### src/rtl/mc_control_sequencer.sv
// Multi-cycle control sequencer for the 32-bit MIPS process unit, with IN/OUT/HLT handshakes.
// Optional retired-instruction counter enabled by defining MC_SEQ_INSTR_COUNT_EN.
module mc_control_sequencer #(
    parameter int unsigned MEM_LAT = 1,
    parameter logic [5:0]  ALU_ADD = 6'h20,
    parameter logic [5:0]  ALU_SUB = 6'h22
) (
    input  logic        Clk,
    input  logic        ResetN,
    input  logic        Run,
    input  logic [5:0]  OpCode,
    input  logic [5:0]  Funct,
    input  logic        InValid,
    output logic        InAck,
    output logic [5:0]  AluOP,
    output logic        RegDst,
    output logic        Branch,
    output logic        JumpReg,
    output logic        Jump,
    output logic        Jal,
    output logic        And,
    output logic        MemRead,
    output logic        MemToReg,
    output logic        MemWrite,
    output logic        Immediate,
    output logic        RegWrite,
    output logic        Print,
    output logic        InSel,
    output logic        PcEn,
    output logic        Halted,
    output logic        IllegalOp,
    output logic [31:0] InstrCount
);

    localparam logic [5:0] OP_RTYPE = 6'h00;
    localparam logic [5:0] OP_J     = 6'h02;
    localparam logic [5:0] OP_JAL   = 6'h03;
    localparam logic [5:0] OP_BEQ   = 6'h04;
    localparam logic [5:0] OP_ADDI  = 6'h08;
    localparam logic [5:0] OP_LW    = 6'h23;
    localparam logic [5:0] OP_SW    = 6'h2B;
    localparam logic [5:0] OP_IN    = 6'h3C;
    localparam logic [5:0] OP_OUT   = 6'h3D;
    localparam logic [5:0] OP_HLT   = 6'h3F;
    localparam logic [5:0] FN_JR    = 6'h08;
    localparam logic [3:0] MEM_LOAD = 4'(MEM_LAT - 1);

    typedef enum logic [2:0] {
        S_FETCH, S_DECODE, S_EXEC, S_MEM, S_WB, S_WAIT_IN, S_HALT
    } state_e;

    typedef struct packed {
        logic [5:0] alu_op;
        logic       reg_dst;
        logic       branch;
        logic       jump_reg;
        logic       jump;
        logic       jal;
        logic       and_op;
        logic       mem_read;
        logic       mem_to_reg;
        logic       mem_write;
        logic       immediate;
        logic       reg_write;
        logic       print;
        logic       in_sel;
        logic       in_ack;
        logic       pc_en;
        logic       halted;
        logic       illegal_op;
    } ctrl_t;

    state_e     state_q, state_d;
    logic [3:0] cnt_q, cnt_d;
    logic [5:0] op_q, op_d;
    ctrl_t      ctrl_q, ctrl_d;

    // Controls for the EXEC cycle; evaluated in DECODE while OpCode/Funct are still live.
    function automatic ctrl_t exec_ctrl(input logic [5:0] op, input logic [5:0] fn);
        ctrl_t c;
        c = '0;
        case (op)
            OP_RTYPE: begin
                if (fn == FN_JR) begin
                    c.jump_reg = 1'b1;
                    c.pc_en    = 1'b1;
                end else begin
                    c.alu_op  = fn;
                    c.reg_dst = 1'b1;
                end
            end
            OP_ADDI, OP_LW, OP_SW: begin
                c.immediate = 1'b1;
                c.alu_op    = ALU_ADD;
            end
            OP_BEQ: begin
                c.alu_op = ALU_SUB;
                c.branch = 1'b1;
                c.and_op = 1'b1;
                c.pc_en  = 1'b1;
            end
            OP_J: begin
                c.jump  = 1'b1;
                c.pc_en = 1'b1;
            end
            OP_JAL: begin
                c.jump      = 1'b1;
                c.jal       = 1'b1;
                c.reg_write = 1'b1;
                c.pc_en     = 1'b1;
            end
            OP_OUT: begin
                c.print = 1'b1;
                c.pc_en = 1'b1;
            end
            default: begin
                c.pc_en      = 1'b1;
                c.illegal_op = 1'b1;
            end
        endcase
        return c;
    endfunction

    always_comb begin
        state_d = state_q;
        cnt_d   = cnt_q;
        op_d    = op_q;
        ctrl_d  = '0;
        case (state_q)
            S_FETCH: begin
                if (Run) state_d = S_DECODE;
            end
            S_DECODE: begin
                op_d = OpCode;
                if (OpCode == OP_IN) begin
                    state_d = S_WAIT_IN;
                    if (InValid) begin
                        ctrl_d.in_ack    = 1'b1;
                        ctrl_d.in_sel    = 1'b1;
                        ctrl_d.reg_write = 1'b1;
                        ctrl_d.pc_en     = 1'b1;
                    end
                end else if (OpCode == OP_HLT) begin
                    state_d       = S_HALT;
                    ctrl_d.halted = 1'b1;
                end else begin
                    state_d = S_EXEC;
                    ctrl_d  = exec_ctrl(OpCode, Funct);
                end
            end
            S_EXEC: begin
                if (ctrl_q.pc_en) begin
                    state_d = S_FETCH;
                end else if (op_q == OP_LW || op_q == OP_SW) begin
                    state_d          = S_MEM;
                    cnt_d            = MEM_LOAD;
                    ctrl_d.immediate = 1'b1;
                    ctrl_d.alu_op    = ALU_ADD;
                    if (op_q == OP_LW) begin
                        ctrl_d.mem_read = 1'b1;
                    end else if (MEM_LOAD == 4'd0) begin
                        ctrl_d.mem_write = 1'b1;
                        ctrl_d.pc_en     = 1'b1;
                    end
                end else if (op_q == OP_ADDI) begin
                    state_d          = S_WB;
                    ctrl_d.reg_write = 1'b1;
                    ctrl_d.immediate = 1'b1;
                    ctrl_d.pc_en     = 1'b1;
                end else begin
                    state_d          = S_WB;
                    ctrl_d.reg_write = 1'b1;
                    ctrl_d.reg_dst   = 1'b1;
                    ctrl_d.pc_en     = 1'b1;
                end
            end
            S_MEM: begin
                if (cnt_q == 4'd0) begin
                    if (op_q == OP_LW) begin
                        state_d           = S_WB;
                        ctrl_d.immediate  = 1'b1;
                        ctrl_d.alu_op     = ALU_ADD;
                        ctrl_d.mem_to_reg = 1'b1;
                        ctrl_d.reg_write  = 1'b1;
                        ctrl_d.pc_en      = 1'b1;
                    end else begin
                        state_d = S_FETCH;
                    end
                end else begin
                    // Still counting down: the SW write lands in the cycle whose count reaches 0.
                    cnt_d            = cnt_q - 4'd1;
                    ctrl_d.immediate = 1'b1;
                    ctrl_d.alu_op    = ALU_ADD;
                    if (op_q == OP_LW) begin
                        ctrl_d.mem_read = 1'b1;
                    end else if (cnt_q == 4'd1) begin
                        ctrl_d.mem_write = 1'b1;
                        ctrl_d.pc_en     = 1'b1;
                    end
                end
            end
            S_WB: begin
                state_d = S_FETCH;
            end
            S_WAIT_IN: begin
                if (ctrl_q.in_ack) begin
                    state_d = S_FETCH;
                end else if (InValid) begin
                    ctrl_d.in_ack    = 1'b1;
                    ctrl_d.in_sel    = 1'b1;
                    ctrl_d.reg_write = 1'b1;
                    ctrl_d.pc_en     = 1'b1;
                end
            end
            S_HALT: begin
                ctrl_d.halted = 1'b1;
            end
            default: begin
                state_d = S_FETCH;
            end
        endcase
    end

    always_ff @(posedge Clk or negedge ResetN) begin
        if (!ResetN) begin
            state_q <= S_FETCH;
            cnt_q   <= '0;
            op_q    <= '0;
            ctrl_q  <= '0;
        end else begin
            state_q <= state_d;
            cnt_q   <= cnt_d;
            op_q    <= op_d;
            ctrl_q  <= ctrl_d;
        end
    end

    assign AluOP     = ctrl_q.alu_op;
    assign RegDst    = ctrl_q.reg_dst;
    assign Branch    = ctrl_q.branch;
    assign JumpReg   = ctrl_q.jump_reg;
    assign Jump      = ctrl_q.jump;
    assign Jal       = ctrl_q.jal;
    assign And       = ctrl_q.and_op;
    assign MemRead   = ctrl_q.mem_read;
    assign MemToReg  = ctrl_q.mem_to_reg;
    assign MemWrite  = ctrl_q.mem_write;
    assign Immediate = ctrl_q.immediate;
    assign RegWrite  = ctrl_q.reg_write;
    assign Print     = ctrl_q.print;
    assign InSel     = ctrl_q.in_sel;
    assign InAck     = ctrl_q.in_ack;
    assign PcEn      = ctrl_q.pc_en;
    assign Halted    = ctrl_q.halted;
    assign IllegalOp = ctrl_q.illegal_op;

`ifdef MC_SEQ_INSTR_COUNT_EN
    logic [31:0] count_q;

    always_ff @(posedge Clk or negedge ResetN) begin
        if (!ResetN) begin
            count_q <= '0;
        end else if (ctrl_q.pc_en) begin
            count_q <= count_q + 32'd1;
        end
    end

    assign InstrCount = count_q;
`else
    assign InstrCount = '0;
`endif

endmodule

### config.mk
export PLATFORM = sky130hd
export DESIGN_NAME = mc_control_sequencer
export DESIGN_NICKNAME = d
export VERILOG_FILES = /design/src/rtl/mc_control_sequencer.sv
export SDC_FILE = /design/constraint.sdc
export NUM_CORES = 1
export LEC_CHECK = 0
export ABC_CLOCK_PERIOD_IN_PS = 5300
export CORE_UTILIZATION = 47
export DETAILED_ROUTE_END_ITERATION = 8
export PLACE_DENSITY = 0.94
export SYNTH_ARGS = -nofsm -noshare
export SYNTH_HDL_FRONTEND = slang
export SYNTH_SLANG_ARGS = --single-unit
### constraint.sdc
create_clock -name Clk -period 5.3 [get_ports Clk]
set_input_delay 1.06 -clock Clk [delete_from_list [all_inputs] [get_ports Clk]]
set_output_delay 1.06 -clock Clk [all_outputs]
set_load 0.005 [all_outputs]
==> results of run 1 <==
-- worst min path at each step --
stage / start / end / slack [ns] / cells past startpoint
6_report: op_q[0] / op_q[0] / 0.50 / 2
4_1_cts: op_q[0] / op_q[0] / 0.50 / 2
5_1_grt: op_q[5] / op_q[5] / 0.54 / 2
3_5_place_dp: op_q[0] / op_q[0] / 0.49 / 2
2_1_floorplan: op_q[4] / op_q[4] / 0.45 / 2
3_3_place_gp: op_q[4] / op_q[4] / 0.46 / 2
-- where the power goes --
part | switching, mW | internal [mW]
logic | 0.123 | 0.105
registers | 0.0433 | 0.307
clock network | 0.0926 | 0.201
-- through the flow --
| stage | hold slack [ns] | setup WS (ns) | utilization [%] | instance area (µm²) |
|---|---|---|---|---|
| finish | 0.501 | 2.48 | 61.3 | 2290 |
| global route | 0.535 | 2.42 | 61.3 | 2290 |
| CTS | 0.504 | 2.51 | 61.3 | 2290 |
| detailed placement | 0.487 | 2.21 | 57.5 | 2150 |
| global placement | 0.459 | 2.24 | 57.5 | 2150 |
| floorplan | 0.447 | 2.93 | - | 1990 |
-- worst max-delay path, stage by stage --
cell             delay [ns]
clkdlybuf4s50_1        0.62
or4b_4                 0.62
a211oi_4               0.30
a311oi_1               0.07
or3_1                  0.31
-- state kept, by name, indices dropped and copies added (netlist names), 3 cells and up --
name     flops
cnt_q        4
AluOP        6
op_q         6
state_q      3
-- layout by cell type (no fill, tap or decap), types with 2 or more instances in the layout --
cell             count
clkdlybuf4s50_1     38
dfrtp_1             34
conb_1              32
nand2_1             22
nor2_1              12
nand3_1              8
and3_1               7
o21ai_0              7
clkbuf_8             6
a21oi_1              5
or3_1                5
nor3_1               5
inv_1                4
nor2b_1              4
and2_1               4
xor2_1               3
nor4b_1              3
ha_1                 3
o21ai_1              2
and3b_1              2
nor4_1               2
o211ai_1             2
bufinv_16            2
-- routing by layer --
metal	global-route usage [%]	up-vias
met4	5.43	0
met5	0	-
li1	-	688
met1	23.5	673
met2	31.3	85
met3	6.60	4
-- logic make-up (layout without fill, tap and decap cells) --
kind of cell / after synthesis / in the layout / share of synthesized area [%]
AOI/OAI and AO/OA: 27 / 27 / 10.1
xor gates and xnor gates: 3 / 3 / 1.40
adders and majority gates: 3 / 3 / 2.00
buffers and inverters: 46 / 51 / 16.2
DFF: 34 / 34 / 45.3
other: 1 / 32 / 0.200
and+or+nand+nor: 84 / 84 / 24.8
-- layout make-up --
cell class / instances / area (µm²)
tap: 48 / 60.1
inverter: 4 / 15.0
multi-input combinational: 149 / 838
timing repair buffer: 39 / 388
fill: 332 / 1450
clock inverter: 2 / 60.1
sequential: 34 / 851
clock buffer: 6 / 82.6
==> reports/qor.csv, run 1 <==
stage,metric,value,unit
outcome,outcome,finished clean,
power_and_ir_drop,ir_drop,0.000202,V
clock_tree,cts_tree,built,
placement,routabilityCongestion,0.872,
sta,fin_crit,2.82,ns
sta,slew_violations,0,
sta,tns,0,ns
clock_tree,cts_made_buffers,5,
route,drt_iter0_drc,122,
synth,yosys.area.top_type,dfrtp_1,
clock_tree,clockBufferDepth,2,
clock_tree,ctsHoldBuffers,0,
global_routing,grt_pass1_vias,1283,
placement,port_buffers,38,
synth,synth_top_area_share,45.3,%
power_and_ir_drop,p_leak,1.06,nW
route,viasPerCell,5.14,
global_routing,grt_pass1_wl,5990,µm
route,routedWlPerCell,13.4,µm
sta,hold_viol_final,0,
route,firstDrtPassIters,4,
worst_setup_path,required,5.47,ns
synth,synth_area,1880,µm²
synth,synth_flop_cell,dfrtp_1,
floorplan,die_h,65.2,µm
clock_tree,clkTransAtPathRegs,0.07,ns
floorplan,fp.dieW,65.2,µm
worst_setup_path,endpoint_kind,flip-flop,
worst_setup_path,startpoint,OpCode[1],
clock_tree,cts_resized,0,
placement,hpwlAfterDp,2820,µm
sta,setup_viol,0,
worst_setup_path,path_max_fanout,13,
sta,finalClockSkew,0.00434,ns
global_routing,grt_max_degree,35,
synth,synth_edf_count,0,
route,num_vias,1450,
power_and_ir_drop,power_density,380,nW/µm²
route,wl_met1,1490,µm
synth,postSynthCellCount,198,
flow_run,cap_violations,0,
route,route.met2.wl,1920,µm
clock_tree,cts_sinks,34,
floorplan,start_util,50.1,%
route,ant_nets,0,
placement,placedCellCount,274,
floorplan,io_pins,71,
synth,yosys_warnings,0,
worst_setup_path,r2r_slack,3.30,ns
global_routing,grt_usage,19.0,%
floorplan,rows,22,
worst_setup_path,r2r-start,cnt_q[0],
synth,synth.distinct_cells,44,
synth,yosys-top-cells-count,"buf_4, dfrtp_1, nand2_1, nor2_1, nand3_1",
synth,synth-seq-cells,34,
power_and_ir_drop,total_power,0.871,mW
cells_and_area,drive_gt1_share,6.41,%
sta,fmax,355,MHz
clock_tree,cts_root_buf,clkbuf_8,
global_routing,antenna_found_initial,0,
worst_setup_path,worstSetupEndpoint,PcEn,
synth,async_reset_ff_share,100,%
synth,postSynthAreaPerCell,9.48,µm²
worst_setup_path,timing.rr.end,state_q[0],
clock_tree,clk_latency,0.29,ns
cells_and_area,diodes,0,
cells_and_area,area_growth_syn_to_layout,22.3,%
cells_and_area,fin_nets,252,
floorplan,core_area,3740,µm²
worst_setup_path,path_class,in2reg,
worst_setup_path,arrival,2.99,ns
worst_setup_path,start_kind,input port,
route,drcViolationCount,0,
sta,rsz0062_at_grt,no,
worst_setup_path,r2r_cells,6,
global_routing,grt_overflow_total,0,
cells_and_area,layoutNonFillerInstCount,282,
route,wl,3780,µm
clock_tree,cts_setup_buffers,0,
floorplan,die-area,4250,µm²
synth,synthTopCellsByArea,"dfrtp_1, buf_4, nand2_1",
route,wl_met3,340,µm
clock_tree,htree_levels,2,
route,routed.top_layer,met4,
sta,worst_pin_slew,0.569,ns
min_path,hold_class,reg2reg,
sta,relSlewSlack,61.9,%
synth,seq_area_frac_synth,45.3,%
sta,finalCritPeriodShare,53.1,%
(Power assumes the default switching activity.)
==> inputs of run 2 (changes only) <==
--- a/config.mk
+++ b/config.mk
@@ -5,10 +5,10 @@
 export SDC_FILE = /design/constraint.sdc
 export NUM_CORES = 1
 export LEC_CHECK = 0
-export ABC_CLOCK_PERIOD_IN_PS = 5300
-export CORE_UTILIZATION = 47
+export ABC_CLOCK_PERIOD_IN_PS = 2500
+export CORE_UTILIZATION = 40
 export DETAILED_ROUTE_END_ITERATION = 8
-export PLACE_DENSITY = 0.94
+export PLACE_DENSITY = 0.86
 export SYNTH_ARGS = -nofsm -noshare
 export SYNTH_HDL_FRONTEND = slang
 export SYNTH_SLANG_ARGS = --single-unit
==> constraint.sdc (replaced) <==
create_clock -name Clk -period 2.5 [get_ports Clk]
set_input_delay 0.5 -clock Clk [delete_from_list [all_inputs] [get_ports Clk]]
set_output_delay 0.5 -clock Clk [all_outputs]
set_load 0.005 [all_outputs]
==> run 2 against run 1 <==
  * The flow now finishes with violations (design-rule violations)
  * Global-route usage fell by 2.9 points
  * Critical endpoint unchanged
  * Clock power rose by 57%
  * Largest power group unchanged
  * Flip-flop and latch count did not move
  * Clock skew barely moved
  * Via count rose by 0.97%
  * First-iteration DRC count fell by 9.0%
  * Sequential share of layout area fell by 0.16 points
  * Largest cell class unchanged
==> reports/qor.csv, run 2 (synthesis results as in run 1) <==
stage,metric,value,unit
sta,tns,0,ns
sta,finalCritPeriodShare,83.6,%
power_and_ir_drop,switchingPower,0.543,mW
worst_setup_path,start_kind,input port,
sta,fin_crit,2.09,ns
flow_run,cap_violations,0,
sta,worst_pin_slew,0.541,ns
floorplan,die_h,70.5,µm
power_and_ir_drop,power_density,741,nW/µm²
clock_tree,clockBufferDepth,2,
power_and_ir_drop,p_leak,1.07,nW
power_and_ir_drop,switching_share,31.8,%
clock_tree,cts_sinks,34,
route,ant_nets,0,
power_and_ir_drop,clkPwrFrac,26.9,%
global_routing,grt_pass1_wl,6220,µm
sta,relSlewSlack,63.4,%
power_and_ir_drop,internal_power,1.17,mW
cells_and_area,fin_nets,257,
outcome,outcome,finished with violations,
power_and_ir_drop,p_comb_share,29.4,%
floorplan,core_area,4440,µm²
route,drt_iter0_drc,111,
clock_tree,cts_resized,0,
sta,hold_slack,0.506,ns
cells_and_area,layout_commonest_cell,clkdlybuf4s50_1,
sta,fmax,478,MHz
route,viasPerCell,5.03,
worst_setup_path,path_class,in2reg,
floorplan,die-area,4970,µm²
route,firstDrtPassIters,6,
worst_setup_path,path_max_fanout,5,
global_routing,grt_overflow_total,0,
placement,hpwlAfterDp,2880,µm
sta,rsz0062_at_grt,no,
clock_tree,ctsHoldBuffers,0,
route,num_vias,1464,
sta,slew_violations,0,
global_routing,grt_usage,16.1,%
clock_tree,clkTransAtPathRegs,0.07,ns
cells_and_area,diodes,0,
cells_and_area,layout_common_cells,"clkdlybuf4s50_1, dfrtp_1, conb_1",
sta,finalClockSkew,0.00420,ns
route,wl,3800,µm
clock_tree,cts_made_buffers,5,
route,drcViolationCount,8,
route,routedWlPerCell,13.1,µm
floorplan,start_util,42.2,%
clock_tree,cts_root_buf,clkbuf_8,
placement,port_buffers,38,
power_and_ir_drop,ir_drop,0.000232,V
worst_setup_path,crit_path_top_delay_cell,clkdlybuf4s50_1,
placement,routabilityCongestion,0.885,
worst_setup_path,endpoint_kind,flip-flop,
worst_setup_path,required,2.66,ns
min_path,hold_class,reg2reg,
global_routing,grt_pass1_vias,1336,
floorplan,rows,24,
clock_tree,clk_latency,0.28,ns
worst_setup_path,crit_path_max_incr_delay,0.54,ns
outcome,violations,design-rule violations,
worst_setup_path,crit_chain,clkdlybuf4s50_1 > or4b_4 > a211oi_4 > a311oi_1 > or3_1,
global_routing,antenna_found_initial,0,
worst_setup_path,arrival,2.25,ns
power_and_ir_drop,p_seq_share,43.7,%
sta,setup_viol,0,
clock_tree,cts_setup_buffers,0,
cells_and_area,drive_gt1_share,8.37,%
sta,hold_viol_final,0,
clock_tree,htree_levels,2,
cells_and_area,area_growth_syn_to_layout,22.8,%
global_routing,grt_max_degree,35,
floorplan,fp.dieW,70.5,µm
floorplan,io_pins,71,
clock_tree,cts_tree,built,
[run 2: cell types whose count changed in the layout (fill, tap and decap cells not counted)]
cell       change
buf_4          +5
clkbuf_8       +2
bufinv_16      -2
[run 2: worst paths after layout]
check	start	to	slack [ns]	depth (start not counted)
worst min-delay path	op_q[3]	op_q[3]	0.51	2
worst max-delay path	OpCode[3]	PcEn	0.41	5
min in group asynchronous	ResetN	AluOP[0]	0.63	2
max in group asynchronous	ResetN	Print	1.56	2
worst max register to register	cnt_q[0]	state_q[1]	0.51	6
worst min register to register	op_q[3]	op_q[3]	0.51	2
[run 2: critical path, delay by kind of cell]
kind,cells,cell delay [ns]
simple gates,2,0.81
buf+inv,1,0.54
compound gates,2,0.40
[run 2: cell type report]
type / instances / area [µm²]
Timing Repair Buffer: 44 / 425
Multi-Input combinational cell: 149 / 838
Inverter: 4 / 15.0
Clock buffer: 8 / 110
Fill cell: 414 / 2140
Sequential cell: 34 / 851
Tap cell: 52 / 65.1
[run 2: routing by layer]
layer | vias to the layer above | GRT usage (%) | wire length (µm)
li1 | 699 | - | -
met1 | 679 | 19.6 | 1560
met2 | 76 | 27.1 | 1940
met3 | 10 | 3.17 | 215
met4 | 0 | 8.39 | 90
met5 | - | 0 | 0
[run 2: metrics by stage]
step | cell area, µm² | total power [mW] | setup WS, ns | cells | utilization, %
5_1_grt | 2300 | 1.81 | 0.353 | 291 | 51.9
3_3_place_gp | 2190 | 1.23 | 0.168 | 283 | 49.4
3_5_place_dp | 2190 | 1.25 | 0.118 | 283 | 49.4
2_1_floorplan | 1990 | 1.08 | 0.695 | 229 | -
6_report | 2300 | 1.71 | 0.410 | 291 | 51.9
4_1_cts | 2300 | 1.72 | 0.420 | 291 | 51.9
[run 2: power groups by stage]
| stage | clock network, mW | logic [mW] | registers [mW] |
|---|---|---|---|
| final | 0.459 | 0.502 | 0.747 |
| after global routing | 0.495 | 0.555 | 0.763 |
| after CTS | 0.474 | 0.504 | 0.746 |
| after detailed placement | 0 | 0.494 | 0.756 |
| after global placement | 0 | 0.479 | 0.748 |
| after floorplan | 0 | 0.374 | 0.711 |
==> inputs of run 3 (changes only) <==
--- a/config.mk
+++ b/config.mk
@@ -5,10 +5,10 @@
 export SDC_FILE = /design/constraint.sdc
 export NUM_CORES = 1
 export LEC_CHECK = 0
-export ABC_CLOCK_PERIOD_IN_PS = 2500
-export CORE_UTILIZATION = 40
+export ABC_CLOCK_PERIOD_IN_PS = 2000
+export CORE_UTILIZATION = 44
 export DETAILED_ROUTE_END_ITERATION = 8
-export PLACE_DENSITY = 0.86
+export PLACE_DENSITY = 0.89
 export SYNTH_ARGS = -nofsm -noshare
 export SYNTH_HDL_FRONTEND = slang
 export SYNTH_SLANG_ARGS = --single-unit
==> constraint.sdc (replaced) <==
create_clock -name Clk -period 2 [get_ports Clk]
set_input_delay 0.4 -clock Clk [delete_from_list [all_inputs] [get_ports Clk]]
set_output_delay 0.4 -clock Clk [all_outputs]
set_load 0.005 [all_outputs]
==> run 3 against run 2 <==
  * The flow now finishes without violations
  * Utilization rose by 6.0 points
  * Via count increased by 3.8%
  * Clock power increased by 12%
  * Sequential power grew 25%
  * Global-route usage is 4.1 points higher
  * Sequential share of layout area down 0.65 points
  * Combinational power up 33%
  * Critical path type unchanged
  * Critical endpoint unchanged
==> reports/qor.csv, run 3 (synthesis results as in run 1) <==
stage,metric,value,unit
outcome,outcome,finished clean,
sta,worst_pin_slew,0.534,ns
floorplan,core_area,4060,µm²
worst_setup_path,crit_chain,clkdlybuf4s50_1 > or4b_4 > a211oi_4 > a311oi_1 > or3_1,
cells_and_area,fillCellCount,348,
clock_tree,clockBufferDepth,2,
power_and_ir_drop,power_density,900,nW/µm²
cells_and_area,layoutNonFillerInstCount,297,
worst_setup_path,crit_path_top_delay_cell,or4b_4,
worst_setup_path,path_class,in2reg,
global_routing,grt_overflow_total,0,
flow_run,cap_violations,0,
global_routing,grt_usage,20.2,%
sta,hold_slack,0.486,ns
clock_tree,cts_setup_buffers,0,
worst_setup_path,path_max_fanout,2,
sta,relSlewSlack,63.9,%
cells_and_area,diodes,0,
global_routing,antenna_found_initial,0,
route,firstDrtPassIters,4,
floorplan,io_pins,71,
global_routing,grt_max_degree,35,
min_path,hold_class,reg2reg,
cells_and_area,layout_commonest_cell,clkdlybuf4s50_1,
route,routedWlPerCell,13.0,µm
placement,port_buffers,38,
worst_setup_path,required,2.17,ns
sta,finalClockSkew,0.00604,ns
clock_tree,clk_latency,0.29,ns
worst_setup_path,path_delay_family,simple AND/OR/NAND/NOR gates,
power_and_ir_drop,ir_drop,0.000340,V
route,num_vias,1520,
sta,hold_viol_final,0,
placement,placedCellCount,289,
floorplan,start_util,46.3,%
sta,fmax,522,MHz
worst_setup_path,endpoint_kind,flip-flop,
sta,fin_crit,1.92,ns
clock_tree,cts_resized,0,
worst_setup_path,crit_path_max_incr_delay,0.58,ns
route,wl,3860,µm
cells_and_area,seq_area,851,µm²
cells_and_area,finish.utilization,57.8,%
clock_tree,cts_sinks,34,
sta,slew_violations,0,
clock_tree,cts_root_buf,clkbuf_8,
clock_tree,clkTransAtPathRegs,0.07,ns
clock_tree,cts_made_buffers,5,
sta,rsz0062_at_grt,no,
route,drcViolationCount,0,
floorplan,die-area,4530,µm²
sta,setup_viol,0,
cells_and_area,fin_nets,265,
clock_tree,cts_tree,built,
power_and_ir_drop,p_leak,1.10,nW
placement,hpwlAfterDp,2880,µm
clock_tree,htree_levels,2,
global_routing,grt_pass1_vias,1417,
sta,finalCritPeriodShare,95.8,%
route,ant_nets,0,
global_routing,grt_pass1_wl,6670,µm
worst_setup_path,arrival,2.08,ns
route,viasPerCell,5.12,
worst_setup_path,start_kind,input port,
floorplan,die_h,67.3,µm
cells_and_area,drive_gt1_share,11.3,%
placement,routabilityCongestion,0.908,
route,drt_iter0_drc,96,
floorplan,rows,23,
cells_and_area,area_growth_syn_to_layout,25.0,%
floorplan,fp.dieW,67.3,µm
worst_setup_path,cp_num_buf_inv,1,
cells_and_area,multi_input_area,841,µm²
clock_tree,ctsHoldBuffers,0,
cells_and_area,layout_common_cells,"clkdlybuf4s50_1, dfrtp_1, conb_1",
run 3: area by class of cell:
cell class | instances | share of cell area (%)
Multi-Input combinational cell | 149 | 35.8
Sequential cell | 34 | 36.3
Clock inverter | 1 | 0.213
Inverter | 4 | 0.640
Clock buffer | 7 | 3.68
Timing Repair Buffer | 52 | 20.7
Tap cell | 50 | 2.67
run 3: through the flow:
step           setup TNS, ns  total power [mW]  setup slack [ns]  area, µm²
4_1_cts                    0              2.11            0.0892       2340
5_1_grt                    0              2.26            0.0267       2350
6_report                   0              2.11            0.0842       2350
3_5_place_dp           -1.35              1.59            -0.200       2250
2_1_floorplan              0              1.36             0.231       1990
3_3_place_gp          -0.956              1.56            -0.158       2250
run 3: worst register-to-register path: cells and delay by family (launching register included):
family                     cells  cell delay (ns)
and+or+nand+nor                2             0.63
DFF                            1             0.44
AOI/OAI and AO/OA              2             0.43
adders and majority gates      1             0.18
buffers and inverters          1             0.11
run 3: path summary, 6_finish.rpt:
| check | cells past startpoint | slack (ns) | startpoint | end |
|---|---|---|---|---|
| setup reg to reg | 6 | 0.11 | cnt_q[0] | state_q[1] |
| hold / removal | 2 | 0.49 | op_q[3] | op_q[3] |
| setup / recovery | 5 | 0.08 | OpCode[0] | PcEn |
| min in group asynchronous | 2 | 0.52 | ResetN | AluOP[2] |
| hold reg to reg | 2 | 0.49 | op_q[3] | op_q[3] |
| max in group asynchronous | 2 | 1.18 | ResetN | MemToReg |
run 3: layer usage:
metal	GRT usage, %	up-vias	share of wire (%)
met3	4.39	8	7.7
li1	-	713	-
met4	9.31	0	2.5
met2	35.0	85	50
met1	23.7	714	40
met5	0	-	0
run 3: where the power goes:
group / internal [mW] / switching, mW
registers: 0.814 / 0.118
clock network: 0.277 / 0.236
logic: 0.324 / 0.342
total: 1.41 / 0.696
